==> src/rtl/inner_dot_result_collector_pkg.sv <==
// Shared constants and types for the inner-dot result collector.
// INT8 limits, default sum width, shift-field width, clamp kinds.
package inner_dot_result_collector_pkg;

  localparam int SUM_WIDTH_DEF = 20;
  localparam int SHIFT_W       = 4;
  localparam int INT8_MAX      = 127;
  localparam int INT8_MIN      = -128;

  typedef enum logic [1:0] {
    CLAMP_NONE,
    CLAMP_RELU,
    CLAMP_HI,
    CLAMP_LO
  } clamp_e;

endpackage

==> src/rtl/inner_dot_result_collector_sync_fifo.sv <==
// Synchronous FIFO with registered storage and head output.
// Ports: push/din/full, pop/empty/dout, drop = push refused.
module inner_dot_result_collector_sync_fifo #(
  parameter int W     = 8,
  parameter int DEPTH = 4
) (
  input  logic         clk,
  input  logic         rst_n,
  input  logic         push,
  input  logic [W-1:0] din,
  input  logic         pop,
  output logic         full,
  output logic         empty,
  output logic [W-1:0] dout,
  output logic         drop
);

  localparam int AW = $clog2(DEPTH);

  logic [W-1:0]  mem_q [DEPTH];
  logic [W-1:0]  mem_d [DEPTH];
  logic [AW-1:0] wr_q, wr_d;
  logic [AW-1:0] rd_q, rd_d;
  logic [AW:0]   cnt_q, cnt_d;
  logic          do_push;
  logic          do_pop;

  assign full  = (cnt_q == (AW+1)'(DEPTH));
  assign empty = (cnt_q == '0);
  assign dout  = empty ? '0 : mem_q[rd_q];

  // A pop on a full FIFO frees the slot the push needs.
  always_comb begin
    do_pop  = pop & ~empty;
    do_push = push & (~full | do_pop);
    drop    = push & full & ~do_pop;
    mem_d   = mem_q;
    wr_d    = wr_q;
    rd_d    = rd_q;
    cnt_d   = cnt_q;
    if (do_push) begin
      mem_d[wr_q] = din;
      wr_d        = wr_q + AW'(1);
    end
    if (do_pop) begin
      rd_d = rd_q + AW'(1);
    end
    if (do_push && !do_pop) begin
      cnt_d = cnt_q + (AW+1)'(1);
    end else if (do_pop && !do_push) begin
      cnt_d = cnt_q - (AW+1)'(1);
    end
  end

  always_ff @(posedge clk or negedge rst_n) begin
    if (!rst_n) begin
      mem_q <= '{default: '0};
      wr_q  <= '0;
      rd_q  <= '0;
      cnt_q <= '0;
    end else begin
      mem_q <= mem_d;
      wr_q  <= wr_d;
      rd_q  <= rd_d;
      cnt_q <= cnt_d;
    end
  end

endmodule

==> src/rtl/inner_dot_result_collector.sv <==
// Collects MAC sums, requantizes to int8, buffers and streams them.
// Ports: acc_* in, out_* valid/ready stream, sat/drop stats, overflow.
module inner_dot_result_collector
  import inner_dot_result_collector_pkg::*;
#(
  parameter int SUM_WIDTH  = SUM_WIDTH_DEF,
  parameter int FIFO_DEPTH = 4,
  parameter int CNT_WIDTH  = 8
) (
  input  logic                        clk,
  input  logic                        rst_n,
  input  logic                        acc_done,
  input  logic signed [SUM_WIDTH-1:0] acc_sum,
  input  logic [SHIFT_W-1:0]          shift,
  input  logic                        relu_en,
  output logic                        out_valid,
  output logic [7:0]                  out_data,
  input  logic                        out_ready,
  input  logic                        clr_stats,
  output logic [CNT_WIDTH-1:0]        sat_cnt,
  output logic [CNT_WIDTH-1:0]        drop_cnt,
  output logic                        overflow
);

  localparam int XW = SUM_WIDTH + 1;
  localparam logic signed [XW-1:0] MAX_X = XW'(INT8_MAX);
  localparam logic signed [XW-1:0] MIN_X = XW'(INT8_MIN);

  logic signed [XW-1:0] ext;
  logic signed [XW-1:0] rnd;
  logic signed [XW-1:0] s1_val_d, s1_val_q;
  logic                 s1_relu_d, s1_relu_q;
  logic                 s1_valid_d, s1_valid_q;

  clamp_e     clamp;
  logic [7:0] res;
  logic       sat_ev;
  logic       fifo_full;
  logic       fifo_empty;
  logic       drop;

  logic [CNT_WIDTH-1:0] sat_cnt_d, sat_cnt_q;
  logic [CNT_WIDTH-1:0] drop_cnt_d, drop_cnt_q;
  logic                 ovf_d, ovf_q;

  // Stage 1: widened round-half-up then arithmetic shift.
  always_comb begin
    ext = {acc_sum[SUM_WIDTH-1], acc_sum};
    rnd = '0;
    if (shift != '0) begin
      rnd = XW'(1) << (shift - SHIFT_W'(1));
    end
    s1_val_d   = (ext + rnd) >>> shift;
    s1_relu_d  = relu_en;
    s1_valid_d = acc_done;
  end

  always_ff @(posedge clk or negedge rst_n) begin
    if (!rst_n) begin
      s1_val_q   <= '0;
      s1_relu_q  <= 1'b0;
      s1_valid_q <= 1'b0;
    end else begin
      s1_val_q   <= s1_val_d;
      s1_relu_q  <= s1_relu_d;
      s1_valid_q <= s1_valid_d;
    end
  end

  // Stage 2: ReLU takes priority, so a clamped negative never
  // registers as a low saturation.
  always_comb begin
    clamp = CLAMP_NONE;
    unique case (1'b1)
      s1_relu_q && (s1_val_q < 0):   clamp = CLAMP_RELU;
      s1_val_q > MAX_X:              clamp = CLAMP_HI;
      !s1_relu_q && (s1_val_q < MIN_X): clamp = CLAMP_LO;
      default:                       clamp = CLAMP_NONE;
    endcase
    res = s1_val_q[7:0];
    case (clamp)
      CLAMP_RELU: res = 8'h00;
      CLAMP_HI:   res = 8'h7f;
      CLAMP_LO:   res = 8'h80;
      default:    res = s1_val_q[7:0];
    endcase
    sat_ev = s1_valid_q &
             ((clamp == CLAMP_HI) | (clamp == CLAMP_LO));
  end

  inner_dot_result_collector_sync_fifo #(
    .W     (8),
    .DEPTH (FIFO_DEPTH)
  ) u_fifo (
    .clk   (clk),
    .rst_n (rst_n),
    .push  (s1_valid_q),
    .din   (res),
    .pop   (out_ready),
    .full  (fifo_full),
    .empty (fifo_empty),
    .dout  (out_data),
    .drop  (drop)
  );

  assign out_valid = ~fifo_empty;

  // Counters stick at all-ones; clear beats any same-cycle event.
  always_comb begin
    sat_cnt_d  = sat_cnt_q;
    drop_cnt_d = drop_cnt_q;
    ovf_d      = ovf_q | drop;
    if (sat_ev && (sat_cnt_q != '1)) begin
      sat_cnt_d = sat_cnt_q + CNT_WIDTH'(1);
    end
    if (drop && (drop_cnt_q != '1)) begin
      drop_cnt_d = drop_cnt_q + CNT_WIDTH'(1);
    end
    if (clr_stats) begin
      sat_cnt_d  = '0;
      drop_cnt_d = '0;
      ovf_d      = 1'b0;
    end
  end

  always_ff @(posedge clk or negedge rst_n) begin
    if (!rst_n) begin
      sat_cnt_q  <= '0;
      drop_cnt_q <= '0;
      ovf_q      <= 1'b0;
    end else begin
      sat_cnt_q  <= sat_cnt_d;
      drop_cnt_q <= drop_cnt_d;
      ovf_q      <= ovf_d;
    end
  end

  assign sat_cnt  = sat_cnt_q;
  assign drop_cnt = drop_cnt_q;
  assign overflow = ovf_q;

  logic unused_full;
  assign unused_full = fifo_full;

endmodule

==> config.mk <==
export PLATFORM = sky130hd
export DESIGN_NAME = inner_dot_result_collector
export DESIGN_NICKNAME = d
export VERILOG_FILES = /design/src/rtl/inner_dot_result_collector_pkg.sv /design/src/rtl/inner_dot_result_collector_sync_fifo.sv /design/src/rtl/inner_dot_result_collector.sv
export SDC_FILE = /design/constraint.sdc
export NUM_CORES = 1
export LEC_CHECK = 0
export ABC_AREA = 1
export CAP_MARGIN = 20
export CORE_MARGIN = 1
export CORE_UTILIZATION = 40
export CTS_CLUSTER_SIZE = 14
export DETAILED_ROUTE_END_ITERATION = 16
export GPL_ROUTABILITY_DRIVEN = 1
export PLACE_DENSITY = 0.56
export SYNTH_ARGS = -nofsm -noshare
export SYNTH_HDL_FRONTEND = slang
export SYNTH_HIERARCHICAL = 1
export SYNTH_SLANG_ARGS = --single-unit
==> constraint.sdc <==
create_clock -name clk -period 5.3 [get_ports clk]
set_input_delay 0.53 -clock clk [delete_from_list [all_inputs] [get_ports clk]]
set_output_delay 0.53 -clock clk [all_outputs]
set_load 0.05 [all_outputs]
==> results by stage, run 1 <==
Run status:
- The flow ran to the end, and the final reports show no timing, DRC or antenna violations.

Routing:
- The number of iterations in the first detailed-routing pass is 5.
- For this block, the via count after detailed routing is 5769.
- The final layout contains routed wiring with a total length of 15.5 mm.
- In this run the remaining antenna-violating nets after routing total 0.
- Dividing the detail-routed via count by the number of cells gives 5.20.
- The detailed router finished its first iteration with 379 violations.
- In the routed design, unresolved DRC markers number 0.
- The average routed wire per standard cell is 14.0 um.

Clock network:
- Post-CTS repair changed the size of 0 cells.
- After clock tree synthesis, the flow added hold-fix buffers numbering 0.
- The post-CTS setup buffer count is 0.
- The clock tree from TritonCTS is done.
- The clock sink total is 79.
- The clock passes through at most 2 buffers.
- The later-pin clock latency in the skew report is 340 ps.
- The H-tree generated during clock tree synthesis spans 3 levels.
- The clock edge transition at the registers on the reported setup and hold paths is 60 ps.
- The total clock buffers created by CTS is 9.
- The clock tree root buffer cell is sky130_fd_sc_hd__clkbuf_16.

Logic synthesis:
- The synthesized cell area is 5850 sq um.
- When the netlist entered floorplanning its net count stood at 934.
- The count of mapped cells out of synthesis is 879.
- After synthesis, the mean cell area works out to 6.66 sq um.
- For this run, the number of Yosys warnings is 6.

Die:
- The initial utilization of the core area, before any placement, comes to 0.415.
- In this run the core area contains 43 standard-cell rows.
- The area of the core region is 14100 sq um.
- For this design the top-level I/O count stands at 56.
- The die outline area is 15100 sq um.
- From bottom edge to top edge, the die measures 123 um.
- The overall die width is 123 um.

Critical path:
- The critical path starts at shift[2].
- The slowest cell on the critical path is sky130_fd_sc_hd__clkdlybuf4s50_1.
- The critical path goes through clkdlybuf4s50_1, buf_4, inv_1, buf_4, nor2_1, inv_1, nor2_1, ha_1, nand2_1, nand3_2, nand2_1, nand2_1, nand3_1, nand2_1, nand2_1, nand3_1, nand2_1, nand2_1, nand2_1, nand2_1, nand3_1, nand2_1.
- The required time of the critical path is 5530 ps.
- The data arrival time at the worst-slack endpoint is 3810 ps.
- Of all nets on the critical path, the largest fanout is 15.
- The kind of critical path is primary input to register.
- The launch instance of the worst register-to-register path is u_fifo/cnt_q[1].
- The endpoint class of the critical path is a register.
- The most numerous cell type found on the critical path is sky130_fd_sc_hd__nand2_1.
- The type of element launching the critical path is a primary input.
- The maximum cell stage delay along the critical path is 450 ps.

Pwr:
- Power comes to 2.58 mW.
- The worst IR drop on VDD is 265 uV.
- The leakage component of the power is 3.49 nW.
- In this run the power density over the cells is 380 nW/um^2.

Cells and area:
- The area growth from synthesis to layout is 16.2%.
- The number of inserted diodes is 0.
- For this run, the share of the core covered by cells in the final layout is 0.482.
- In the final layout, the share of cells above drive strength 1 is 0.0624.
- The post-route cell area is 6800 sq um.
- The number of nets in the finished design is 979.
- After filler insertion, the fill cell instance count of the layout stands at 1453.
- The filler-free cell count of the finished design is 1109.

Timing:
- The worst relative slew slack is 0.432.
- In the final timing run, aggregate negative setup slack is 0 ps.
- Final hold analysis gives a worst-case slack of 27.8 ps.
- At the pin with the least slew margin, the transition time is 850 ps.
- The final hold violation count was 0.
- The minimum clock period after layout is 3590 ps.
- In the post-route analysis, the smallest setup slack over all paths is 1710 ps.
- Derived from the worst setup path, the maximum achievable clock frequency is 279 MHz.
- The final max-slew violation count came to 0.
- For the final database, setup skew stands at 6.07 ps.
- Setup repair after global routing left no endpoint under its margin.
- The ratio of final minimum period to clock period is 0.676.
- The final setup violation count is 0.

GRT:
- The all-layer global routing usage is 0.219.
- The number of global-route vias before repair is 5367.
- The initial antenna violation count is 0.
- The wire length of the first global-routing pass is 25.9 mm.
- Summed over all layers, the global routing overflow is 0.
- The pin count of the biggest net entering global routing is 80.

Place:
- Port buffering added 55 buffers.
- The final weighted congestion in routability-driven placement is 0.950.
- The total placed instance area is 6500 sq um.
- The worst setup slack before clock tree synthesis is 1400 ps.
- The final HPWL from detailed placement is 12.0 mm.
- Including well taps, the total number of placed cells is 1092.

Worst hold path:
- The min-delay analysis places its worst path in the category primary input to async pin.

Run:
- The max-capacitance violation count is 0.
==> worst max-delay path, delay by kind of cell <==
| family | cells | cell delay, ps |
|---|---|---|
| adder cells (fa/ha/maj) | 1 | 320 |
| buffers and inverters | 5 | 1040 |
| AND/OR/NAND/NOR | 16 | 1930 |
==> report_power, final <==
group	switching, mW	internal, mW	total (mW)
logic	0.736	0.377	1.11
clock network	0.256	0.319	0.575
registers	0.126	0.771	0.897
==> final timing paths <==
| path | end | slack, ps | cells after the start |
|---|---|---|---|
| hold reg to reg | u_fifo/mem_q[3] | 470 | 2 |
| hold / removal | u_fifo/rd_q[1] | 30 | 1 |
| setup reg to reg | drop_cnt[7] | 2490 | 9 |
| min in group clk | u_fifo/mem_q[3] | 470 | 2 |
| max in group asynchronous | s1_valid_q | 4680 | 2 |
| setup / recovery | s1_val_q[3] | 1710 | 22 |
==> layer usage <==
metal | part of all wire | wire (um) | global-route usage | up-vias
li1 | - | - | - | 2935
met1 | 0.48 | 7520 | 0.311 | 2688
met2 | 0.47 | 7230 | 0.350 | 135
met3 | 0.037 | 568 | 0.0314 | 11
met4 | 0.012 | 191 | 0.0556 | 0
met5 | 0 | 0 | 0 | -
==> sequential cells by signal, summed over array words and instances (netlist names) <==
register,cells
u_fifo/rd_q,2
u_fifo/cnt_q,3
s1_valid_q,1
s1_relu_q,1
sat_cnt,8
u_fifo/mem_q,32
overflow,1
u_fifo/wr_q,2
s1_val_q,21
drop_cnt,8
==> layout by cell type (no fill, tap or decap), types with 2 or more instances in the layout <==
master	instances
sky130_fd_sc_hd__xnor2_1	6
sky130_fd_sc_hd__ha_1	23
sky130_fd_sc_hd__o21ai_1	5
sky130_fd_sc_hd__nand4_1	37
sky130_fd_sc_hd__clkbuf_16	9
sky130_fd_sc_hd__dfrtp_1	79
sky130_fd_sc_hd__nor2_2	5
sky130_fd_sc_hd__a31oi_1	2
sky130_fd_sc_hd__xor2_1	10
sky130_fd_sc_hd__and2_1	2
sky130_fd_sc_hd__nand3_1	107
sky130_fd_sc_hd__inv_1	84
sky130_fd_sc_hd__nand2_2	10
sky130_fd_sc_hd__o211ai_1	2
sky130_fd_sc_hd__nand2_1	297
sky130_fd_sc_hd__or2_1	2
sky130_fd_sc_hd__nor3_1	9
sky130_fd_sc_hd__a21oi_1	33
sky130_fd_sc_hd__inv_2	7
sky130_fd_sc_hd__nand3_2	5
sky130_fd_sc_hd__a22oi_1	2
sky130_fd_sc_hd__fa_1	2
sky130_fd_sc_hd__nand3b_1	2
sky130_fd_sc_hd__o21ai_0	26
sky130_fd_sc_hd__clkinvlp_4	3
sky130_fd_sc_hd__o21ai_2	2
sky130_fd_sc_hd__clkinv_1	2
sky130_fd_sc_hd__clkdlybuf4s50_1	54
sky130_fd_sc_hd__nor2_1	78
sky130_fd_sc_hd__buf_4	8
==> cell type report <==
class / count / area (sq um) / area share
Clock buffer: 10 / 229 / 0.0337
Clock inverter: 6 / 45.0 / 0.00662
Inverter: 93 / 349 / 0.0513
Multi-Input combinational cell: 678 / 3350 / 0.492
Sequential cell: 79 / 1980 / 0.291
Tap cell: 180 / 225 / 0.0331
Timing Repair Buffer: 63 / 628 / 0.0924
Power figures use the tool's default switching activity.
==> run 2: changes to the inputs <==
--- a/config.mk
+++ b/config.mk
@@ -12,7 +12,7 @@
 export CTS_CLUSTER_SIZE = 14
 export DETAILED_ROUTE_END_ITERATION = 16
 export GPL_ROUTABILITY_DRIVEN = 1
-export PLACE_DENSITY = 0.56
+export PLACE_DENSITY = 0.58
 export SYNTH_ARGS = -nofsm -noshare
 export SYNTH_HDL_FRONTEND = slang
 export SYNTH_HIERARCHICAL = 1
==> constraint.sdc (replaced) <==
create_clock -name clk -period 3.06 [get_ports clk]
set_input_delay 0.306 -clock clk [delete_from_list [all_inputs] [get_ports clk]]
set_output_delay 0.306 -clock clk [all_outputs]
set_load 0.05 [all_outputs]
==> results by stage, run 2 (synthesis gave the netlist of run 1 again) <==
Routing:
- The number of vias in the routed layout is 5765 (was 5769).
- The number of DRC violations after detailed-routing iteration 0 is 372 (was 379).
- The remaining number of nets flagged by the antenna check after routing is 0 (unchanged).
- The DRC violations left was 0 (unchanged).
- The per-cell via count in the routed design is 5.02 (was 5.20).
- The total detailed-routing wirelength is 15.8 mm (was 15.5 mm).
- The number of iterations in the first detailed-routing pass is 5 (unchanged).
- The average routed wire per standard cell came to 13.7 um (was 14.0 um).

Pwr:
- The worst IR drop on VDD is 380 uV (was 265 uV).
- The power density over the cells was 657 nW/um^2 (was 380 nW/um^2).
- The net switching power of the design is 1.93 mW (was 1.12 mW).
- The share of total power in the clock network is 0.250 (was 0.222).
- The leakage component of the power is 3.73 nW (was 3.49 nW).
- The sum of internal, switching and leakage power came to 4.71 mW (was 2.58 mW).
- The switching share of power was 0.409 (was 0.432).
- The cell-internal power came to 2.78 mW (was 1.47 mW).
- The sequential share of power was 0.329 (was 0.347).
- The combinational share of power is 0.422 (was 0.431).

Place:
- The count of buffers inserted at the top-level ports is 55 (unchanged).
- The worst setup slack before clock tree synthesis is -71.9 ps (was 1400 ps).
- The final weighted congestion in routability-driven placement came to 0.892 (was 0.950).
- The total placed instance area is 6780 sq um (was 6500 sq um).
- The final HPWL from detailed placement is 12.1 mm (was 12.0 mm).

Critical path:
- The required time of the critical path came to 2750 ps (was 5530 ps).
- The data arrival time at the worst-slack endpoint is 2550 ps (was 3810 ps).
- The kind of critical path is register to primary output (was primary input to register).
- The endpoint class of the critical path is a primary output (was register).
- The largest fanout on the critical path is 18 (was 15).
- The type of element launching the critical path is a register (was primary input).

GRT:
- The total congestion overflow after global routing was 0 (unchanged).
- The initial antenna violation count is 0 (unchanged).
- The all-layer global routing usage came to 0.224 (was 0.219).
- The wire length of the first global-routing pass is 26.3 mm (was 25.9 mm).
- The number of global-route vias before repair is 5382 (was 5367).
- The pin count of the biggest net entering global routing was 80 (unchanged).

Die:
- The row count is 43 (unchanged).
- The die outline area came to 15100 sq um (unchanged).
- The overall die width was 123 um (unchanged).
- The area of the core region is 14100 sq um (unchanged).
- The number of ports placed on the die boundary is 56 (unchanged).
- The chip height was 123 um (unchanged).
- The starting density of the core is 0.415 (unchanged).

Timing:
- The worst setup margin is 207 ps (was 1710 ps).
- The worst relative slew slack is 0.590 (was 0.432).
- The final max-slew violation count is 0 (unchanged).
- In the finished design, the share of the clock period the worst path needs comes to 0.932.
- Setup repair after global routing missed its margin: no (unchanged).
- The highest achievable clock rate is 350 MHz.
- The final hold violation count is 0 (unchanged).
- The actual transition at the worst max-transition pin is 615 ps (was 850 ps).
- The worst clock skew on the final layout is 5.99 ps (was 6.07 ps).
- The final setup violation count was 0 (unchanged).
- The minimum clock period after layout is 2850 ps.

Cells and area:
- The register with the highest flop count is u_fifo/mem_q (unchanged).
- The post-route cell area came to 7170 sq um (was 6800 sq um).
- Leading registers by flop count: u_fifo/mem_q (32), s1_val_q (21) (unchanged).
- The area growth from synthesis to layout is 22.5% (was 16.2%).
- The leading cell type in the layout, fill and taps excluded was sky130_fd_sc_hd__nand2_1 (unchanged).
- Commonest non-fill, non-tap cells in the layout: sky130_fd_sc_hd__nand2_1 (297), sky130_fd_sc_hd__nand3_1 (105), sky130_fd_sc_hd__inv_1 (84) (was sky130_fd_sc_hd__nand2_1 (297), sky130_fd_sc_hd__nand3_1 (107), sky130_fd_sc_hd__inv_1 (84)).
- The flip-flop count of the largest register after layout is 32 (unchanged).
- The share of cells above drive strength 1 is 0.105 (was 0.0624).
- The number of inserted diodes is 0 (unchanged).
- The number of nets in the finished design came to 1018 (was 979).

Run status:
- Result of the run: completed (unchanged).

Clock network:
- The clock tree from TritonCTS is done (unchanged).
- The clock edge transition at the registers on the reported setup and hold paths is 60 ps (about the same).
- The later-pin clock latency in the skew report was 340 ps (about the same).
- The clock sink total is 79 (unchanged).
- The number of H-tree branching levels was 3 (unchanged).
- The clock tree root buffer cell is sky130_fd_sc_hd__clkbuf_16 (unchanged).
- The total clock buffers created by CTS is 9 (unchanged).
- The number of buffers on the longest clock path was 2 (unchanged).

Worst hold path:
- The class of the tightest hold or removal check was primary input to async pin (unchanged).

Run:
- The max-capacitance violation count is 0 (unchanged).
run 2: cell count changes in the layout (fill, tap and decap cells not counted), sizes merged:
cell / change
dlygate4sd3: +1
clkinv: -1
bufinv: +2
inv: -1
clkinvlp: -1
clkbuf: +1
buf: +38
run 2: per-stage QoR:
step | utilization | cells | TNS, ps | hold WS [ps]
finish | 0.509 | 1148 | 0 | 354
global route | 0.509 | 1148 | 0 | 364
CTS | 0.504 | 1145 | 0 | 171
detailed placement | 0.481 | 1129 | -792 | 454
global placement | 0.481 | 1129 | -535 | 450
floorplan | - | 879 | 0 | 10.4
run 2: area by class of cell:
| type | count | area (sq um) |
|---|---|---|
| tap | 180 | 225 |
| clock buffer | 11 | 253 |
| sequential | 79 | 1980 |
| fill | 1468 | 6920 |
| clock inverter | 5 | 80.1 |
| multi-input combinational | 678 | 3360 |
| inverter | 93 | 349 |
| timing repair buffer | 102 | 923 |
run 2: worst paths after layout:
check / from / end / slack [ps] / cells after the start
max reg2reg: s1_val_q[9] / u_fifo/mem_q[30] / 950 / 11
min reg2reg: u_fifo/mem_q[2] / u_fifo/mem_q[2] / 460 / 2
max: u_fifo/rd_q[0] / out_data[7] / 210 / 6
min in group clk: acc_done / s1_valid_q / 410 / 1
min: rst_n / u_fifo/mem_q[22] / 350 / 2
max in group asynchronous: rst_n / s1_val_q[19] / 2120 / 3
run 2: worst max-delay path: stages (launching register included):
cell and delay (ps):
sky130_fd_sc_hd__dfrtp_1 610, sky130_fd_sc_hd__inv_2 360, sky130_fd_sc_hd__nand2_1 90, sky130_fd_sc_hd__nand2_1 90
sky130_fd_sc_hd__nand2_1 50, sky130_fd_sc_hd__a21oi_1 190, sky130_fd_sc_hd__clkdlybuf4s50_1 820
run 2: metal layers:
metal | global-route usage | share of wire | vias to the layer above | wire length, um
met2 | 0.357 | 0.46 | 111 | 7260
met5 | 0 | 0 | - | 0
met1 | 0.314 | 0.49 | 2614 | 7730
met4 | 0.0602 | 0.015 | 0 | 236
met3 | 0.0351 | 0.034 | 21 | 531
li1 | - | - | 3019 | -
run 2: what timing repair did:
item | CTS | global route
buffers inserted | 0 | 1
endpoints found under the hold margin | 0 | 11
setup endpoints to repair | 0 | 7
gates resized for setup | 0 | 5
hold buffers | 0 | 1
run 2: power groups by stage:
stage | Clock, mW | Sequential (mW) | Combinational, mW
floorplan | 0 | 1.51 | 1.47
global placement | 0 | 1.56 | 1.97
detailed placement | 0 | 1.56 | 1.98
CTS | 1.20 | 1.55 | 1.99
global route | 1.24 | 1.59 | 2.21
finish | 1.18 | 1.55 | 1.99
==> run 3: changes to the inputs <==
--- a/config.mk
+++ b/config.mk
@@ -11,8 +11,9 @@
 export CORE_UTILIZATION = 40
 export CTS_CLUSTER_SIZE = 14
 export DETAILED_ROUTE_END_ITERATION = 16
+export DONT_BUFFER_PORTS = 1
 export GPL_ROUTABILITY_DRIVEN = 1
-export PLACE_DENSITY = 0.58
+export PLACE_DENSITY = 0.53
 export SYNTH_ARGS = -nofsm -noshare
 export SYNTH_HDL_FRONTEND = slang
 export SYNTH_HIERARCHICAL = 1
==> results by stage, run 3 (synthesis gave the netlist of run 1 again) <==
GRT:
- The pin count of the biggest net entering global routing came to 80 (unchanged).
- The total congestion overflow after global routing was 0 (unchanged).
- The all-layer global routing usage was 0.222 (was 0.224).
- The number of global-route vias before repair is 5369 (was 5382).
- The wire length of the first global-routing pass is 26.0 mm (was 26.3 mm).
- The initial antenna violation count was 0 (unchanged).

Place:
- The final weighted congestion in routability-driven placement is 0.879 (was 0.892).
- The count of buffers inserted at the top-level ports is 0 (was 55).
- The total placed instance area is 5990 sq um (was 6780 sq um).
- The final HPWL from detailed placement was 12.2 mm (was 12.1 mm).

Cells and area:
- The area growth from synthesis to layout came to 8.61% (was 22.5%).
- Commonest non-fill, non-tap cells in the layout: sky130_fd_sc_hd__nand2_1 (297), sky130_fd_sc_hd__nand3_1 (107), sky130_fd_sc_hd__inv_1 (84) (was sky130_fd_sc_hd__nand2_1 (297), sky130_fd_sc_hd__nand3_1 (105), sky130_fd_sc_hd__inv_1 (84)).
- The final core utilization is 0.451 (was 0.509).
- The leading cell type in the layout, fill and taps excluded is sky130_fd_sc_hd__nand2_1 (unchanged).
- The register with the highest flop count is u_fifo/mem_q (unchanged).
- The share of cells above drive strength 1 is 0.0714 (was 0.105).
- The post-route cell area is 6360 sq um (was 7170 sq um).
- The flip-flop count of the largest register after layout came to 32 (unchanged).
- The number of nets in the finished design was 933 (was 1018).
- The number of inserted diodes is 0 (unchanged).
- The count of fill cells added during filler insertion is 1515 (was 1468).
- Leading registers by flop count: u_fifo/mem_q (32), s1_val_q (21) (unchanged).

Routing:
- The per-cell via count in the routed design is 5.25 (was 5.02).
- The total detailed-routing wirelength is 15.8 mm (about the same).
- The number of vias in the routed layout is 5573 (was 5765).
- The average routed wire per standard cell is 14.9 um (was 13.7 um).
- The DRC violations left was 0 (unchanged).
- The remaining number of nets flagged by the antenna check after routing is 0 (unchanged).
- The number of iterations in the first detailed-routing pass was 5 (unchanged).
- The number of DRC violations after detailed-routing iteration 0 came to 341 (was 372).

Die:
- The row count is 43 (unchanged).
- The die outline area is 15100 sq um (unchanged).
- The chip height is 123 um (unchanged).
- The starting density of the core is 0.415 (unchanged).
- The number of ports placed on the die boundary came to 56 (unchanged).
- The area of the core region is 14100 sq um (unchanged).
- The overall die width is 123 um (unchanged).

Timing:
- The final max-slew violation count came to 0 (unchanged).
- The actual transition at the worst max-transition pin is 636 ps (was 615 ps).
- The final setup violation count is 0 (unchanged).
- The ratio of final minimum period to clock period is 0.789 (was 0.932).
- The minimum clock period after layout is 2410 ps (was 2850 ps).
- The highest achievable clock rate is 414 MHz (was 350 MHz).
- The worst clock skew on the final layout came to 7.76 ps (was 5.99 ps).
- The final total negative setup slack is 0 ps (unchanged).
- Setup repair after global routing missed its margin: no (unchanged).
- The final hold violation count was 0 (unchanged).
- The worst relative slew slack is 0.576 (was 0.590).

Critical path:
- The kind of critical path is primary input to register (was register to primary output).
- The largest fanout on the critical path is 15 (was 18).
- Critical Path, Cell by Cell: inv_1, nor2_1, inv_1, nor2_1, ha_1, nand2_1, nor2_1, nand2_1, nand2_1, nand3_1, nand3_1, nand3_1, nand3_1, nand3_1, nand3_1, nand3_1 (was inv_2, nand2_1, nand2_1, nand2_1, a21oi_1, clkdlybuf4s50_1).
- The launch instance of the worst register-to-register path is drop_cnt[0] (was s1_val_q[9]).
- The largest delay contributor family on the critical path is simple AND/OR/NAND/NOR gates (was buffers and inverters).
- The buffers plus inverters on the worst setup path is 2 (unchanged).
- The endpoint class of the critical path is a register (was primary output).
- The register-to-register setup slack was 860 ps (was 950 ps).
- The data arrival time at the worst-slack endpoint is 2630 ps (was 2550 ps).
- The maximum cell stage delay along the critical path came to 360 ps (was 820 ps).
- The worst-case reg-to-reg path depth came to 10 (was 11).
- The worst reg2reg path endpoint is drop_cnt[7] (was u_fifo/mem_q[30]).
- The required time of the critical path is 3280 ps (was 2750 ps).
- The most common cell type on the critical path is sky130_fd_sc_hd__nand3_1 (was sky130_fd_sc_hd__nand2_1).
- The slowest cell on the critical path is sky130_fd_sc_hd__nor2_1 (was sky130_fd_sc_hd__clkdlybuf4s50_1).
- The type of element launching the critical path was a primary input (was register).

Clock network:
- The number of buffers on the longest clock path is 2 (unchanged).
- The number of H-tree branching levels was 3 (unchanged).
- The clock edge transition at the registers on the reported setup and hold paths is 60 ps (about the same).
- The later-pin clock latency in the skew report is 340 ps (about the same).
- The clock sink total is 79 (unchanged).
- The clock tree root buffer cell is sky130_fd_sc_hd__clkbuf_16 (unchanged).
- The total clock buffers created by CTS is 9 (unchanged).
- The number of resized instances in the post-cts repair step is 0 (unchanged).
- The clock tree from TritonCTS is done (unchanged).

Worst hold path:
- For hold timing, the worst endpoint is overflow.
- The class of the tightest hold or removal check is primary input to register (was primary input to async pin).
- The launch point of the worst hold path is clr_stats.
- Counting instances, the worst hold path has a depth of 1.

Pwr:
- The sum of internal, switching and leakage power was 4.50 mW (was 4.71 mW).
- The power density over the cells is 707 nW/um^2 (was 657 nW/um^2).
- The leakage component of the power is 3.36 nW (was 3.73 nW).
- The worst IR drop on VDD is 453 uV (was 380 uV).

Run status:
- Result of the run: completed (unchanged).

Run:
- The max-capacitance violation count was 0 (unchanged).
==> run 3: cell count changes in the layout (fill, tap and decap cells not counted), moves of 2 or more <==
cell,previous run,this run
sky130_fd_sc_hd__inv_6,0,2
sky130_fd_sc_hd__nand3_2,7,5
sky130_fd_sc_hd__buf_4,46,13
sky130_fd_sc_hd__clkdlybuf4s50_1,54,0
sky130_fd_sc_hd__nor2_2,7,5
sky130_fd_sc_hd__nor2_1,76,78
sky130_fd_sc_hd__dlygate4sd3_1,1,3
sky130_fd_sc_hd__nand3_1,105,107
sky130_fd_sc_hd__clkinvlp_4,2,0
==> run 3: final cells by class <==
type,instances,area [sq um],share of cell area
multi-input cells,678,3350,0.526
flip-flops and latches,79,1980,0.311
inverters,93,349,0.0549
clock buffers,11,253,0.0398
well taps,180,225,0.0354
repair buffers,17,155,0.0244
clock inverters,4,52.6,0.00827
==> run 3: timing repair <==
action | CTS | global route
buffers inserted | 0 | 0
hold buffers | 4 | 0
endpoints found under the hold margin | 81 | 0
==> run 3: worst reg2reg max path, cell delays in order (launching register included) <==
cell and delay, ps:
sky130_fd_sc_hd__dfrtp_1 590, sky130_fd_sc_hd__ha_1 330, sky130_fd_sc_hd__nand2_1 90, sky130_fd_sc_hd__nor3_1 60, sky130_fd_sc_hd__nand3_1 70, sky130_fd_sc_hd__nand2_1 120, sky130_fd_sc_hd__inv_1 110, sky130_fd_sc_hd__nand4_1 150
sky130_fd_sc_hd__nor3_1 290, sky130_fd_sc_hd__a21oi_1 110, sky130_fd_sc_hd__nor3_1 190
==> run 3: how the worst max path moves through the flow <==
stage / from / to / slack (ps) / cells past startpoint
3_5_place_dp: shift[2] / s1_val_q[14] / 340 / 16
2_1_floorplan: shift[3] / s1_val_q[16] / 450 / 20
4_1_cts: shift[2] / s1_val_q[18] / 690 / 21
3_3_place_gp: shift[0] / s1_val_q[1] / 330 / 18
6_report: shift[2] / s1_val_q[2] / 650 / 16
5_1_grt: shift[2] / s1_val_q[18] / 310 / 21
==> run 3: stage by stage <==
step,setup slack (ps),hold slack (ps),std cells
detailed placement,337,12.4,1043
global route,312,12.0,1062
global placement,332,12.8,1043
floorplan,453,10.4,879
CTS,688,11.4,1062
finish,645,24.3,1062
==> run 3: metal layers <==
| metal | GRT usage | wire, um | up-vias |
|---|---|---|---|
| met4 | 0.0678 | 261 | 0 |
| met2 | 0.376 | 7640 | 105 |
| met3 | 0.0309 | 444 | 20 |
| met5 | 0 | 0 | - |
| met1 | 0.292 | 7450 | 2599 |
| li1 | - | - | 2849 |
==> run 3: power breakdown <==
group	total, mW	internal (mW)	switching [mW]
sequential	1.58	1.34	0.247
clock	1.10	0.676	0.422
combinational	1.82	0.571	1.25
total	4.50	2.58	1.92
